**src/rtl/fetch_pkg.sv**
```systemverilog
// -----------------------------------------------------------------------------
// fetch_pkg
//   Types and constants shared by the instruction fetch unit and its watchdog:
//   FSM state encoding, fetch_err codes and the NOP substitute instruction.
// -----------------------------------------------------------------------------
package fetch_pkg;

  typedef enum logic [1:0] {
    IDLE = 2'd0,
    REQ  = 2'd1,
    HOLD = 2'd2
  } fetch_state_t;

  typedef logic [1:0] fetch_err_t;

  localparam fetch_err_t FETCH_OK       = 2'b00;
  localparam fetch_err_t FETCH_MISALIGN = 2'b01;
  localparam fetch_err_t FETCH_TIMEOUT  = 2'b10;

  localparam logic [31:0] NOP_INSTR = 32'h0000_0000;

endpackage : fetch_pkg

```
**src/rtl/fetch_timeout_ctr.sv**
```systemverilog
// -----------------------------------------------------------------------------
// fetch_timeout_ctr
//   Memory-ack watchdog. Counts enabled cycles since the last clear and flags
//   expire while the count equals LIMIT-1.
//
//   Parameters : LIMIT  - number of counted cycles before expiry (>= 2)
//   Ports      : clk, reset_n (async, active-low)
//                clr    - restart the count from zero (wins over en)
//                en     - advance the count by one
//                expire - count has reached LIMIT-1
// -----------------------------------------------------------------------------
module fetch_timeout_ctr #(
  parameter int unsigned LIMIT = 16
) (
  input  logic clk,
  input  logic reset_n,
  input  logic clr,
  input  logic en,
  output logic expire
);

  localparam int unsigned CTR_W = $clog2(LIMIT);
  localparam logic [CTR_W-1:0] LAST = CTR_W'(LIMIT - 1);

  logic [CTR_W-1:0] count_q;

  always_ff @(posedge clk or negedge reset_n) begin
    if (!reset_n) begin
      count_q <= '0;
    end else if (clr) begin
      count_q <= '0;
    end else if (en && (count_q != LAST)) begin
      // Saturate at LAST so the flag cannot wrap back to zero unnoticed.
      count_q <= count_q + 1'b1;
    end
  end

  assign expire = (count_q == LAST);

endmodule : fetch_timeout_ctr

```
**src/rtl/instr_fetch_unit.sv**
```systemverilog
// -----------------------------------------------------------------------------
// instr_fetch_unit
//   Takes a fetch address from the PC stage, reads one instruction word from
//   instruction memory over a req/ack bus and hands it to decode with a
//   valid/ready handshake. Misaligned addresses are answered with a NOP and
//   fetch_err=01 without touching memory.
//
//   Optional feature: define FETCH_TIMEOUT_EN to compile in a memory-ack
//   watchdog; after TIMEOUT_CYC request cycles without ack the request is
//   dropped and a NOP is returned with fetch_err=10.
//
//   Parameters : N_BIT (address/instruction width), TIMEOUT_CYC (watchdog)
//   Ports      : clk, reset_n (async, active-low)
//                pc_in/pc_valid/pc_ready        - fetch address from PC stage
//                mem_req/mem_addr/mem_ack/mem_rdata - instruction memory bus
//                instr/instr_pc/fetch_err/instr_valid/instr_ready - to decode
//   All outputs are registered except pc_ready, which is decoded from state.
// -----------------------------------------------------------------------------
module instr_fetch_unit
  import fetch_pkg::*;
#(
  parameter int unsigned N_BIT       = 32,
  parameter int unsigned TIMEOUT_CYC = 16
) (
  input  logic             clk,
  input  logic             reset_n,
  input  logic [N_BIT-1:0] pc_in,
  input  logic             pc_valid,
  output logic             pc_ready,
  output logic             mem_req,
  output logic [N_BIT-1:0] mem_addr,
  input  logic             mem_ack,
  input  logic [N_BIT-1:0] mem_rdata,
  output logic [N_BIT-1:0] instr,
  output logic [N_BIT-1:0] instr_pc,
  output logic             instr_valid,
  input  logic             instr_ready,
  output logic [1:0]       fetch_err
);

  if (TIMEOUT_CYC < 2) begin : g_bad_timeout_cfg
    $error("instr_fetch_unit: TIMEOUT_CYC must be at least 2");
  end

  fetch_state_t state_q, state_d;
  logic         accept;
  logic         aligned;
  logic         timeout_hit;

  assign accept  = (state_q == IDLE) && pc_valid;
  assign aligned = (pc_in[1:0] == 2'b00);

`ifdef FETCH_TIMEOUT_EN
  logic wd_expire;

  fetch_timeout_ctr #(
    .LIMIT (TIMEOUT_CYC)
  ) u_timeout_ctr (
    .clk     (clk),
    .reset_n (reset_n),
    .clr     (accept),
    .en      ((state_q == REQ) && !mem_ack),
    .expire  (wd_expire)
  );

  // An ack in the terminal cycle takes priority over the timeout.
  assign timeout_hit = (state_q == REQ) && wd_expire && !mem_ack;
`else
  assign timeout_hit = 1'b0;
`endif

  // NOTE: state lives in always_ff with non-blocking assignments so every
  // register samples the pre-edge values of its neighbours.
  always_ff @(posedge clk or negedge reset_n) begin
    if (!reset_n) state_q <= IDLE;
    else          state_q <= state_d;
  end

  // NOTE: state_d is defaulted before the case so no path leaves it
  // unassigned, which would otherwise infer a latch.
  always_comb begin
    state_d  = state_q;
    pc_ready = 1'b0;
    unique case (state_q)
      IDLE: begin
        pc_ready = 1'b1;
        if (pc_valid) state_d = aligned ? REQ : HOLD;
      end
      REQ:     if (mem_ack || timeout_hit) state_d = HOLD;
      HOLD:    if (instr_ready)            state_d = IDLE;
      default: state_d = IDLE;
    endcase
  end

  // Registered outputs. instr/instr_pc/fetch_err are left untouched after
  // the decode handshake; only instr_valid qualifies them.
  always_ff @(posedge clk or negedge reset_n) begin
    if (!reset_n) begin
      mem_req     <= 1'b0;
      mem_addr    <= '0;
      instr       <= '0;
      instr_pc    <= '0;
      instr_valid <= 1'b0;
      fetch_err   <= FETCH_OK;
    end else begin
      unique case (state_q)
        IDLE: begin
          if (pc_valid) begin
            instr_pc <= pc_in;
            if (aligned) begin
              mem_req  <= 1'b1;
              mem_addr <= pc_in;
            end else begin
              instr       <= N_BIT'(NOP_INSTR);
              fetch_err   <= FETCH_MISALIGN;
              instr_valid <= 1'b1;
            end
          end
        end
        REQ: begin
          if (mem_ack) begin
            mem_req     <= 1'b0;
            instr       <= mem_rdata;
            fetch_err   <= FETCH_OK;
            instr_valid <= 1'b1;
          end else if (timeout_hit) begin
            mem_req     <= 1'b0;
            instr       <= N_BIT'(NOP_INSTR);
            fetch_err   <= FETCH_TIMEOUT;
            instr_valid <= 1'b1;
          end
        end
        HOLD: begin
          if (instr_ready) instr_valid <= 1'b0;
        end
        default: begin
          mem_req     <= 1'b0;
          instr_valid <= 1'b0;
        end
      endcase
    end
  end

endmodule : instr_fetch_unit
```
**config.mk**
```make
export PLATFORM = sky130hd
export DESIGN_NAME = instr_fetch_unit
export DESIGN_NICKNAME = d
export VERILOG_FILES = /design/src/rtl/fetch_pkg.sv /design/src/rtl/fetch_timeout_ctr.sv /design/src/rtl/instr_fetch_unit.sv
export SDC_FILE = /design/constraint.sdc
export NUM_CORES = 1
export LEC_CHECK = 0
export ABC_AREA = 1
export CAP_MARGIN = 0
export CORE_MARGIN = 1.5
export CORE_UTILIZATION = 46
export DETAILED_ROUTE_END_ITERATION = 10
export GPL_TIMING_DRIVEN = 0
export PLACE_DENSITY = 0.92
export SYNTH_ARGS = -nofsm -noshare
export SYNTH_HDL_FRONTEND = slang
export SYNTH_HIERARCHICAL = 1
export SYNTH_SLANG_ARGS = --single-unit
```
**constraint.sdc**
```tcl
create_clock -name clk -period 2.3 [get_ports clk]
set_input_delay 0.23 -clock clk [delete_from_list [all_inputs] [get_ports clk]]
set_output_delay 0.23 -clock clk [all_outputs]
set_load 0.01 [all_outputs]
```
==> flow_summary.toml <==
[run_status]
outcome = "finished, final reports clean"

[grt]
gr-total-overflow = 0
grt_first_pass_wirelength_um = 17600
track_usage = 0.230
grt_max_degree = 60
grt_pass1_vias = 3584
antenna_found_initial = 0

[min_path]
hp-class = "input pin to flip-flop"
hold_start = "mem_rdata[1]"

[synth]
synth_area_per_cell_sq_um = 9.87
synth_top_flop_cell = "dfrtp_1"
synth_fp_nets = 485
synth_area_sq_um = 4110
synth_top_area_frac = 0.615
yosysWarningCount = 6
ys_seq_elements = 101
ys_top_cells_by_count = "nand2_1 (113), dfrtp_1 (101), o21ai_1 (38)"
yosys.area.top_type = "dfrtp_1"
seq_area_frac_synth = 0.615
async_flop_share = 1.00
synth-edff-count = 0
synth.distinct_cells = 21
netlist_top_cells_area = "dfrtp_1 (62%), nand2_1 (10%), o21ai_2 (6.0%)"
syn_inst = 416
synth.most_common_cell = "nand2_1"

[final_layout]
final_nets = 666
postLayoutCellArea_sq_um = 6160
multi_input_area_sq_um = 1260
drive_above_1_share = 0.133
final_util = 0.710
diodes = 0
register_area_sq_um = 2530
syn_to_final_growth_pct = 49.9
fill_cells = 635

[timing]
fmax_ghz = 0.559
post-route-period-util = 0.778
rsz0062_at_grt = "false"
slew_violations = 0
setup_violations = 0
hold_viol_final = 0
tightest_slew_ps = 758
period_minus_slack_ps = 1790
slew_headroom = 0.495
layout_setup_ws_ps = 510
finalClockSkew_ps = 14.1

[critical_path]
path_cells = "nor2_4 -> clkdlybuf4s50_1"
crit_path_start = "state_q[1]$_DFFE_PN0P_"
r2r_slack_ps = 890
critPathLaunchType = "flip-flop"
cp.arrival_ps = 1560
required_ps = 2070
crit_family = "buffers and inverters"
cp-end-kind = "output port"
worstSetupPathType = "flip-flop to output port"
worstPathBufferInverterCount = 1
crit_slowest_cell = "clkdlybuf4s50_1"
path_max_fanout = 5
worstReg2RegStart = "state_q[1]$_DFFE_PN0P_"
slowest_delay_ps = 580

[power]
p_switching_w = 0.00257
internal_power_w = 0.00471
ir_drop_mv = 0.499
netSwitchingFraction = 0.353
cellPowerDensity_nw_per_um2 = 1180
clkPwrFrac = 0.160
power_frac_seq = 0.391
power_frac_comb = 0.449
power_leakage_nw = 3.02

[clock_network]
root_buffer = "clkbuf_8"
cts_resized = 0
cts_tree = "done"
postCtsSetupBuffers = 0
cts_hold_buf = 1
path_clk_slew_ps = 100
clock_path_buffers = 2
cts_buffers = 9
htree_num_levels = 3
clkLatencyLatePin_ps = 360
clock_sinks = 101

[placed_design]
routabilityCongestion = 0.765
dpl_cell_area_sq_um = 5940
place_ws_ps = 518
hpwl_um = 7880
portBuffers = 168

[detailed_routing]
viasPerCell = 5.00
drt-total-wl_um = 10800
vias = 3550
first_pass_iters = 4
avgRoutedWirePerCell_um = 15.2
drt_iter0_markers = 108
drc = 0
detail-route-antenna-nets = 0

[die]
rows = 34
fp.dieH_um = 97.5
boundaryPins = 170
start_util = 0.473
die_w_um = 97.5
die_area_sq_um = 9510
core-area_sq_um = 8680

[job]
cap_viol_max_count = 0
## power by group through the flow
stage | clock network, W | registers (W) | logic, W
3_5_place_dp | 0 | 0.00287 | 0.00328
4_1_cts | 0.00119 | 0.00285 | 0.00330
5_1_grt | 0.00126 | 0.00292 | 0.00354
6_report | 0.00116 | 0.00285 | 0.00327
2_1_floorplan | 0 | 0.00315 | 0.00110
3_3_place_gp | 0 | 0.00283 | 0.00317
## area by class of cell
cell class	instances	area share
Clock inverter	6	0.0112
Tap cell	108	0.0219
Sequential cell	101	0.410
Multi-Input combinational cell	251	0.204
Buffer	25	0.0280
Inverter	39	0.0242
Clock buffer	10	0.0223
Timing Repair Buffer	170	0.278
## path summary, 6_finish.rpt
path                                           end  depth (start not counted)
setup / recovery                          pc_ready                          2
hold reg to reg            mem_addr[1]$_DFFE_PN0P_                          2
min in group asynchronous  instr_pc[5]$_DFFE_PN0P_                          2
max in group asynchronous    instr[17]$_DFFE_PN0P_                          3
setup reg to reg              instr[8]$_DFFE_PN0P_                          6
hold / removal                instr[1]$_DFFE_PN0P_                          3
## per-layer routing
metal,part of all wire,global-route usage
met2,0.51,0.394
met4,0.015,0.0560
met5,0,0
met3,0.069,0.0705
met1,0.41,0.285
## cell usage in the layout (no fill, tap or decap), types with 2 or more instances in the layout
cell,Yosys,layout
clkbuf_2,3,3
clkdlybuf4s50_1,0,167
buf_6,6,6
inv_1,36,36
nand2_1,113,113
clkbuf_8,0,10
nand3_1,32,32
dfrtp_1,101,101
nand2_4,2,2
nor2_1,2,2
buf_4,4,5
inv_2,2,2
inv_6,0,2
o21ai_2,28,28
o21ai_0,30,30
o21ai_1,38,38
buf_2,12,12
## worst min-delay path: cells and delay by family
kind | cells | cell delay [ps]
buf+inv | 1 | 390
simple gates | 2 | 130
## stage by stage
step / hold WS [ps] / power, W / setup TNS, ps / cells
final: 422 / 0.00728 / 0 / 710
after global routing: 409 / 0.00772 / 0 / 710
after CTS: 404 / 0.00733 / 0 / 710
after detailed placement: 353 / 0.00616 / 0 / 693
after global placement: 452 / 0.00600 / -259500 / 692
after floorplan: -65.6 / 0.00425 / 0 / 416
## kinds of logic after synthesis
logic type,synth area share
AND/OR/NAND/NOR,0.163
flip-flops,0.615
AO/OA/AOI/OAI,0.143
buffers and inverters,0.0783
other,0.000913
## registers in the layout, indices dropped and copies added, names as in the netlist
| signal | flops |
|---|---|
| instr_pc | 32 |
| fetch_err | 1 |
| instr | 32 |
| mem_req | 1 |
| state_q | 2 |
| mem_addr | 32 |
| instr_valid | 1 |
Power figures use the tool's default switching activity.
